===== config.mk =====
export PLATFORM = sky130hd
export DESIGN_NAME = io_responder_flat
export DESIGN_NICKNAME = d
export VERILOG_FILES = /design/src/rtl/io_responder_if.sv /design/src/rtl/io_responder.sv /design/src/flat_wrapper.sv
export SDC_FILE = /design/constraint.sdc
export NUM_CORES = 1
export LEC_CHECK = 0
export CAP_MARGIN = 20
export CELL_PAD_IN_SITES_DETAIL_PLACEMENT = 1
export CELL_PAD_IN_SITES_GLOBAL_PLACEMENT = 1
export CORE_MARGIN = 2
export CORE_UTILIZATION = 26
export DETAILED_ROUTE_END_ITERATION = 10
export PLACE_DENSITY_LB_ADDON = 0.15
export SYNTH_ARGS = -nofsm -noshare
export SYNTH_HDL_FRONTEND = slang
export SYNTH_SLANG_ARGS = --single-unit

===== constraint.sdc =====
create_clock -name clock -period 1.4 [get_ports clock]
set_input_delay 0.14 -clock clock [delete_from_list [all_inputs] [get_ports clock]]
set_output_delay 0.14 -clock clock [all_outputs]
set_load 0.1 [all_outputs]

===== src/rtl/io_responder_if.sv =====
// CPU/operator side signals of the IN/OUT/HALT responder.
// master = CPU and operator panel, slave = responder.
interface io_responder_if #(
   parameter int DATA_WIDTH   = 32,
   parameter int SWITCH_WIDTH = 18
);
   logic                    op_in;
   logic                    op_out;
   logic                    op_halt;
   logic [DATA_WIDTH-1:0]   cpu_data;
   logic [SWITCH_WIDTH-1:0] switches;
   logic                    button;
   logic [DATA_WIDTH-1:0]   in_data;
   logic                    in_valid;
   logic                    out_ack;
   logic [DATA_WIDTH-1:0]   display_value;
   logic                    display_valid;
   logic                    cpu_stall;
   logic                    halted;
   logic                    protocol_error;
   logic [2:0]              state_dbg;

   modport master (
      output op_in, op_out, op_halt, cpu_data, switches, button,
      input  in_data, in_valid, out_ack, display_value, display_valid,
             cpu_stall, halted, protocol_error, state_dbg
   );

   modport slave (
      input  op_in, op_out, op_halt, cpu_data, switches, button,
      output in_data, in_valid, out_ack, display_value, display_valid,
             cpu_stall, halted, protocol_error, state_dbg
   );
endinterface


===== src/rtl/io_responder.sv =====
// Stalls the CPU on IN/OUT/HALT until an operator button edge; strobes land one cycle after the edge.
// The CPU is held by cpu_stall and releases each request by dropping its op_* level.
module io_responder #(
   parameter int DATA_WIDTH   = 32,
   parameter int SWITCH_WIDTH = 18,
   parameter int SIGN_EXTEND  = 0
) (
   input logic           clock,
   input logic           reset,
   io_responder_if.slave bus
);
   typedef enum logic [2:0] {
      IDLE     = 3'd0,
      WAIT_IN  = 3'd1,
      IN_DONE  = 3'd2,
      WAIT_OUT = 3'd3,
      OUT_DONE = 3'd4,
      HALTED   = 3'd5
   } state_t;

   state_t                state, next_state;
   logic                  button_q, press, any_op, multi_op;
   logic                  in_load, out_load, ack_set, disp_clr, err_set, stall;
   logic [DATA_WIDTH-1:0] ext_switches;
   logic [DATA_WIDTH-1:0] in_data_q, display_value_q;
   logic                  in_valid_q, out_ack_q, display_valid_q, halted_q, protocol_error_q;

   generate
      if (SIGN_EXTEND != 0 && SWITCH_WIDTH < DATA_WIDTH) begin : g_sext
         assign ext_switches = {{(DATA_WIDTH-SWITCH_WIDTH){bus.switches[SWITCH_WIDTH-1]}}, bus.switches};
      end else if (SWITCH_WIDTH < DATA_WIDTH) begin : g_zext
         assign ext_switches = {{(DATA_WIDTH-SWITCH_WIDTH){1'b0}}, bus.switches};
      end else begin : g_full
         assign ext_switches = bus.switches;
      end
   endgenerate

   // A button already high when a wait state is entered has button_q set, so it never counts.
   assign press    = bus.button & ~button_q;
   assign any_op   = bus.op_in | bus.op_out | bus.op_halt;
   assign multi_op = (bus.op_in & bus.op_out) | (bus.op_in & bus.op_halt) | (bus.op_out & bus.op_halt);

   always_comb begin
      next_state = state;
      in_load    = 1'b0;
      out_load   = 1'b0;
      ack_set    = 1'b0;
      disp_clr   = 1'b0;
      err_set    = 1'b0;
      stall      = 1'b0;
      case (state)
         IDLE: begin
            stall   = any_op;
            err_set = multi_op;
            if (bus.op_halt) begin
               next_state = HALTED;
            end else if (bus.op_in) begin
               next_state = WAIT_IN;
            end else if (bus.op_out) begin
               next_state = WAIT_OUT;
               out_load   = 1'b1;
            end
         end
         WAIT_IN: begin
            stall = 1'b1;
            if (press) begin
               in_load    = 1'b1;
               next_state = IN_DONE;
            end else if (!bus.op_in) begin
               next_state = IDLE;
            end
         end
         IN_DONE: begin
            if (!bus.op_in) next_state = IDLE;
         end
         WAIT_OUT: begin
            stall = 1'b1;
            if (press) begin
               ack_set    = 1'b1;
               next_state = OUT_DONE;
            end else if (!bus.op_out) begin
               disp_clr   = 1'b1;
               next_state = IDLE;
            end
         end
         OUT_DONE: begin
            if (!bus.op_out) begin
               disp_clr   = 1'b1;
               next_state = IDLE;
            end
         end
         HALTED: begin
            stall = 1'b1;
         end
         default: next_state = IDLE;
      endcase
   end

   always_ff @(posedge clock) begin
      if (reset) begin
         state            <= IDLE;
         button_q         <= 1'b0;
         in_data_q        <= '0;
         in_valid_q       <= 1'b0;
         out_ack_q        <= 1'b0;
         display_value_q  <= '0;
         display_valid_q  <= 1'b0;
         halted_q         <= 1'b0;
         protocol_error_q <= 1'b0;
      end else begin
         state            <= next_state;
         button_q         <= bus.button;
         in_valid_q       <= in_load;
         out_ack_q        <= ack_set;
         halted_q         <= (next_state == HALTED);
         protocol_error_q <= protocol_error_q | err_set;
         if (in_load) in_data_q <= ext_switches;
         if (out_load) begin
            display_value_q <= bus.cpu_data;
            display_valid_q <= 1'b1;
         end else if (disp_clr) begin
            display_valid_q <= 1'b0;
         end
      end
   end

   assign bus.in_data        = in_data_q;
   assign bus.in_valid       = in_valid_q;
   assign bus.out_ack        = out_ack_q;
   assign bus.display_value  = display_value_q;
   assign bus.display_valid  = display_valid_q;
   assign bus.cpu_stall      = stall;
   assign bus.halted         = halted_q;
   assign bus.protocol_error = protocol_error_q;
   assign bus.state_dbg      = state;
endmodule


===== src/flat_wrapper.sv =====
// flat-port wrapper written by rule: the top's interface ports become plain ports
module io_responder_flat 
#(
   parameter int DATA_WIDTH   = 32,
   parameter int SWITCH_WIDTH = 18,
   parameter int SIGN_EXTEND  = 0
)
  (clock, reset, bus_op_in, bus_op_out, bus_op_halt, bus_cpu_data, bus_switches, bus_button, bus_in_data, bus_in_valid, bus_out_ack, bus_display_value, bus_display_valid, bus_cpu_stall, bus_halted, bus_protocol_error, bus_state_dbg);
  io_responder_if #(.DATA_WIDTH(DATA_WIDTH), .SWITCH_WIDTH(SWITCH_WIDTH)) bus_i ();
  input logic clock;
  input logic reset;
  input wire logic [$bits(bus_i.op_in)-1:0] bus_op_in;
  input wire logic [$bits(bus_i.op_out)-1:0] bus_op_out;
  input wire logic [$bits(bus_i.op_halt)-1:0] bus_op_halt;
  input wire logic [$bits(bus_i.cpu_data)-1:0] bus_cpu_data;
  input wire logic [$bits(bus_i.switches)-1:0] bus_switches;
  input wire logic [$bits(bus_i.button)-1:0] bus_button;
  output wire logic [$bits(bus_i.in_data)-1:0] bus_in_data;
  output wire logic [$bits(bus_i.in_valid)-1:0] bus_in_valid;
  output wire logic [$bits(bus_i.out_ack)-1:0] bus_out_ack;
  output wire logic [$bits(bus_i.display_value)-1:0] bus_display_value;
  output wire logic [$bits(bus_i.display_valid)-1:0] bus_display_valid;
  output wire logic [$bits(bus_i.cpu_stall)-1:0] bus_cpu_stall;
  output wire logic [$bits(bus_i.halted)-1:0] bus_halted;
  output wire logic [$bits(bus_i.protocol_error)-1:0] bus_protocol_error;
  output wire logic [$bits(bus_i.state_dbg)-1:0] bus_state_dbg;
  assign bus_i.op_in = bus_op_in;
  assign bus_i.op_out = bus_op_out;
  assign bus_i.op_halt = bus_op_halt;
  assign bus_i.cpu_data = bus_cpu_data;
  assign bus_i.switches = bus_switches;
  assign bus_i.button = bus_button;
  assign bus_in_data = bus_i.in_data;
  assign bus_in_valid = bus_i.in_valid;
  assign bus_out_ack = bus_i.out_ack;
  assign bus_display_value = bus_i.display_value;
  assign bus_display_valid = bus_i.display_valid;
  assign bus_cpu_stall = bus_i.cpu_stall;
  assign bus_halted = bus_i.halted;
  assign bus_protocol_error = bus_i.protocol_error;
  assign bus_state_dbg = bus_i.state_dbg;
  io_responder #(.DATA_WIDTH(DATA_WIDTH), .SWITCH_WIDTH(SWITCH_WIDTH), .SIGN_EXTEND(SIGN_EXTEND)) u_core (.clock(clock), .reset(reset), .bus(bus_i));
endmodule

* Word level (Yosys, flattened, before mapping) *
Cells that the tools add are included.

storage, ports and cells
  flip-flop bits (word level) = 59
  bits of input ports = 56
  output and inout port bits = 73
  word-level logic and storage cells = 51

cells by class
  eq/ne operators = 6
  multiplexer cells = 21
  bitwise logic cells = 11
  reductions and logical operators = 4

operators by type and width
  operator            count
  $mux 3              7
  $pmux 3 s6          1
  $mux 1              11
  $eq 3x3->1 const B  3
  $eq 3x2->1 const B  2
  $or 1x1->1          5
  $and 1x1->1         4
  $pmux 1 s2          2
  $eq 3x1->1 const B  1
  $logic_not 3->1     1
  $reduce_or 3->1     1
  $not 1->1           2
  $reduce_bool 2->1   1
  $reduce_or 2->1     1

* Logic depth before layout (Yosys ltp) *
Gate-level depths: netlist of run 1.

  depth after elaboration = 6
  gate-level depth with buffers = 7
  mapped depth without buffers = 4

* Worst setup path after synthesis of run 1 *
OpenSTA, ideal clock, no wires.

  path type = register to output
  from = register u_core.state[0] (netlist: u_core.bus.state_dbg[0])
  to = output port bus_cpu_stall
  arrival = 3.284 ns
  data required time = 1.260 ns
  path slack = -2.024 ns
  stages on the path, launching flop included = 3
  buffers on the path = 0
  cells stage by stage = dfxtp_1 a21oi_1 o21ai_0

between the ends
  longest elaborated chain between the ends = 3
  elaborated cells between the ends (all ways) = 6
  those cells by class = eq/ne (3); mux (1); reduce/logical (2)

ends and longest elaborated chain
  element                             RTL line             text
  start, declared                     io_responder.sv:21   state_t state, next_state;
  start signal, assigned              io_responder.sv:111  state <= next_state;
  $eq 3x3->1 (tied with other cells)  io_responder.sv:51   case (state)
  $reduce_or 3->1 (no line)           n/a
  $pmux 1 s2 *                        io_responder.sv:51
  end, declared                       flat_wrapper.sv:23   output wire logic [$bits(bus_i.cpu_stall)-1:0] bus_cpu_stall;

Mark *: on every way between the ends. The rest lies on a longest branch, timed or not.

* Final worst setup path of run 1 *
  from = input port bus_op_in
  to = output port bus_cpu_stall

between the ends
  longest elaborated chain between the ends = 3

ends and longest elaborated chain
  element                   RTL line            text
  start, declared           flat_wrapper.sv:12  input wire logic [$bits(bus_i.op_in)-1:0] bus_op_in;
  $or 1x1->1 (2 in series)  io_responder.sv:40  assign any_op = bus.op_in | bus.op_out | bus.op_halt;
  $pmux 1 s2                io_responder.sv:51

Every way passes these cells.

==> results of run 1 <==
## cells by family after synthesis
kind of cell / after synthesis
buffers and inverters: 32
AOI/OAI and AO/OA: 63
and+or+nand+nor: 125
DFF: 59
adders and majority gates: 1
other: 1
## registers in the layout (all words and copies together), names as in the netlist
name,cells
u_core.bus.display_value,32
u_core.bus.in_data,18
u_core.bus.out_ack,1
u_core.bus.halted,1
u_core.bus.protocol_error,1
u_core.bus.in_valid,1
u_core.button_q,1
u_core.bus.display_valid,1
u_core.bus.state_dbg,3
## area by class of cell
cell class                      count  share of cell area, %
Timing Repair Buffer              132                   43.2
Clock buffer                       14                   4.17
Tap cell                          108                   3.07
Multi-Input combinational cell    203                   22.3
Clock inverter                      1                  0.114
Sequential cell                    59                   27.1
Inverter                            1                 0.0852
## metal layers
metal	vias up	part of all wire [%]	GRT usage, %
li1	1139	-	-
met1	1070	43	19.2
met2	79	48	25.4
met3	7	7.4	6.30
met4	0	1.0	5.16
met5	-	0	0
## synthesized netlist by cell type, drive strengths merged
cell type  number
nor3b           2
o211a           1
clkbuf          6
nand3           2
a21oi          53
or3             1
and2            1
a21boi          2
and3b           1
nand4b          1
nand2b          2
a22oi           1
buf            25
a311oi          1
a32o            1
nor2b           2
nor3            2
o21a            1
maj3            1
conb            1
dfxtp          59
and4b           1
o211ai          1
inv             1
nor2            7
o21ai           1
nand2         103
a31oi           1
## worst min-delay path by stage
stage	startpoint	to
final	reset	u_core.bus.in_valid
after floorplan	bus_button	u_core.button_q
after detailed placement	u_core.bus.in_data[8]	u_core.bus.in_data[8]
after global placement	u_core.bus.in_data[8]	u_core.bus.in_data[8]
after CTS	reset	u_core.bus.in_valid
after global routing	reset	u_core.bus.in_data[2]
## stage by stage
stage,setup TNS [ps],std cells
CTS,0,518
detailed placement,-7020,500
global route,0,518
finish,0,518
global placement,-4560,500
floorplan,-1350,294
## cell usage in the layout (no fill, tap or decap), drive strengths merged
master and count:
a21boi 2, a21oi 53, a22oi 1, a311oi 1, a31oi 1, a32o 1
and2 1, and3b 1, and4b 1, buf 78, clkbuf 14, clkdlybuf4s50 51
clkinv 1, conb 14, dfxtp 59, dlygate4sd2 3, inv 1, maj3 1
nand2 103, nand2b 2, nand3 2, nand4b 1, nor2 7, nor2b 2
nor3 2, nor3b 2, o211a 1, o211ai 1, o21a 1, o21ai 1
or3 1
## worst register-to-register path: cells and delay by family (launching register included)
kind	cells	cell delay (ps)
AND/OR/NAND/NOR	3	420
AO/OA/AOI/OAI	1	70
buffers and inverters	2	320
flip-flops	1	370
## power groups by stage
stage	Clock, mW	Combinational [mW]	Sequential [mW]
after global placement	0	1.94	1.96
after detailed placement	0	1.95	1.97
after CTS	1.54	1.99	1.92
after floorplan	0	0.610	2.57
final	1.47	1.98	1.92
after global routing	1.61	2.07	1.93
## repair_timing
| action | CTS | global route |
|---|---|---|
| endpoints found under the setup margin | 1 | 20 |
| endpoints found under the hold margin | 0 | 0 |
| gates resized for setup | 6 | 4 |
| cloned | 0 | 0 |
| buffers inserted | 3 | 0 |
| pin swaps | 2 | 0 |
==> impl_metrics.yaml, run 1 <==
outcome:
  run_status: "finished, final reports clean"
timing:
  finalHoldWorstSlack_ps: 218
  finalSetupViolations: 0
  period_share_pct: 95.2
  fmax_mhz: 750
  post_layout_min_period_ps: 1330
  clock-skew-final_ps: 7.73
  final.setup.worst_slack_ps: 66.9
  final_count_of_hold_timing_violations: 0
  final-max-slew-violation-count: 0
  grt_setup_unrepaired: "no"
critical_path:
  setup.worst_path.end: "bus_cpu_stall"
  cells_along_the_critical_path: "dlygate4sd2_1, or3_4, a21oi_4, o21ai_4, buf_12"
  critical_path.max_fanout: 3
  timing.rr.start: "u_core.bus.state_dbg[2]"
  wp_depth: 5
  timing.critical_path.from_type: "primary input"
  r2r_setup_slack_ps: 90
  critical_path_required_ps: 1260
  cpMaxStageDelayCell: "or3_4"
  criticalPathCategory: "primary input to output port"
  worst_r2r_endpoint: "u_core.bus.in_data[1]"
  crit_family: "buffers and inverters"
  critical_path.endpoint_type: "output port"
  critical-path-max-stage-delay_ps: 410
  cp_data_arrival_time_ps: 1190
  setup.worst_path.start: "bus_op_in"
  cp_num_buf_inv: 2
  rr_worst_depth: 6
placed_design:
  placement.setup.worst_slack_ps: -226
  place_area_um2: 4170
  detailedPlacementHpwl_um: 5460
  io_buffer_count: 114
  gp_congestion: 0.792
run:
  cap_violations: 0
pwr:
  post-layout-total-power_mw: 5.37
  pwr-share-clk_pct: 27.3
  intPower_mw: 3.35
  seq_power_share_pct: 35.8
  power_density_nw_per_um2: 1220
  power_leakage_nw: 1.66
  p_comb_share_pct: 36.9
  vdd_drop_max_mv: 0.629
  switchingPower_mw: 2.02
  sw_frac_of_total_pct: 37.7
cts:
  cts_tree: "yes"
  cts.sinks: 59
  clockRootBuffer: "clkbuf_8"
  clkSlewWorstSetupHoldPaths_ps: 60
  clock_path_buffers: 2
  cts_max_level: 3
  cts_hold_buf: 0
  cts_buffers: 9
  worst_skew_pair.late_latency_ps: 330
hold_path:
  worstHoldPathType: "primary input to flip-flop"
  worstHoldPathCells: 2
global_routing:
  globalRoute.totalOverflow: 0
  grt_pass1_vias: 2419
  grt_max_degree: 33
  antenna_found_initial: 0
  global_route.usage.total_pct: 15.7
  wire_length_of_the_first_global_routing_pass_um: 12100
cells_and_area:
  layout-area-overhead-vs-synth_pct: 90.7
  seqCellArea_um2: 1190
  postLayoutCoreUtil_pct: 50.8
  antenna_cells: 0
  area_taken_by_multi_input_logic_gates_um2: 983
  share_of_post_route_cells_with_drive_strength_above_1_pct: 25.9
  layout.nets: 462
  layout.cell_area.non_filler_um2: 4410
  fillCellCount: 994
synth:
  synth_compound_area_share_pct: 15.2
  synth_mux_area_share_pct: 0
  synth_top_family_by_area: "simple AND/OR/NAND/NOR gates"
  yosys.area.top_type: "dfxtp_1"
  dominant_cells_by_area_after_synthesis: "dfxtp_1 51%, nand2_1 17%, a21oi_1 11%"
  synth_xor_area_share_pct: 0
  synthAdderAreaFrac_pct: 0.433
  yosysTopAreaCellShare_pct: 51.1
  ys.warnings.count: 0
  cell_area_synth_um2: 2310
  syn-instance-count: 281
  area_share_of_and_or_nand_nor_cells_after_synthesis_pct: 23.4
  yosys_register_bits: 59
  yosysSeqAreaShare_pct: 51.1
  synthesis.area_per_instance_um2: 8.22
  ys_types: 37
detailed_routing:
  wl_per_cell_um: 14.0
  antenna_left: 0
  route.vias.total: 2295
  drt-total-wl_um: 7250
  drt_iter0_drc: 41
  vias_per_cell: 4.43
  final_routed_drc_violation_total: 0
  drtPass1Iterations: 4
die:
  num_io_pins: 129
  num_rows: 34
  chipHeight_um: 98.3
  fp.dieW_um: 98.3
  coreArea_um2: 8680
  initial_utilization_pct: 26.6
  die-area_um2: 9660
(Power assumes the default switching activity.)
==> inputs of run 2 (changes only) <==
SLEW_MARGIN = 15   (was not set)
==> results of run 2 <==
Final layout, timing and power as in run 1 (identical DEF).
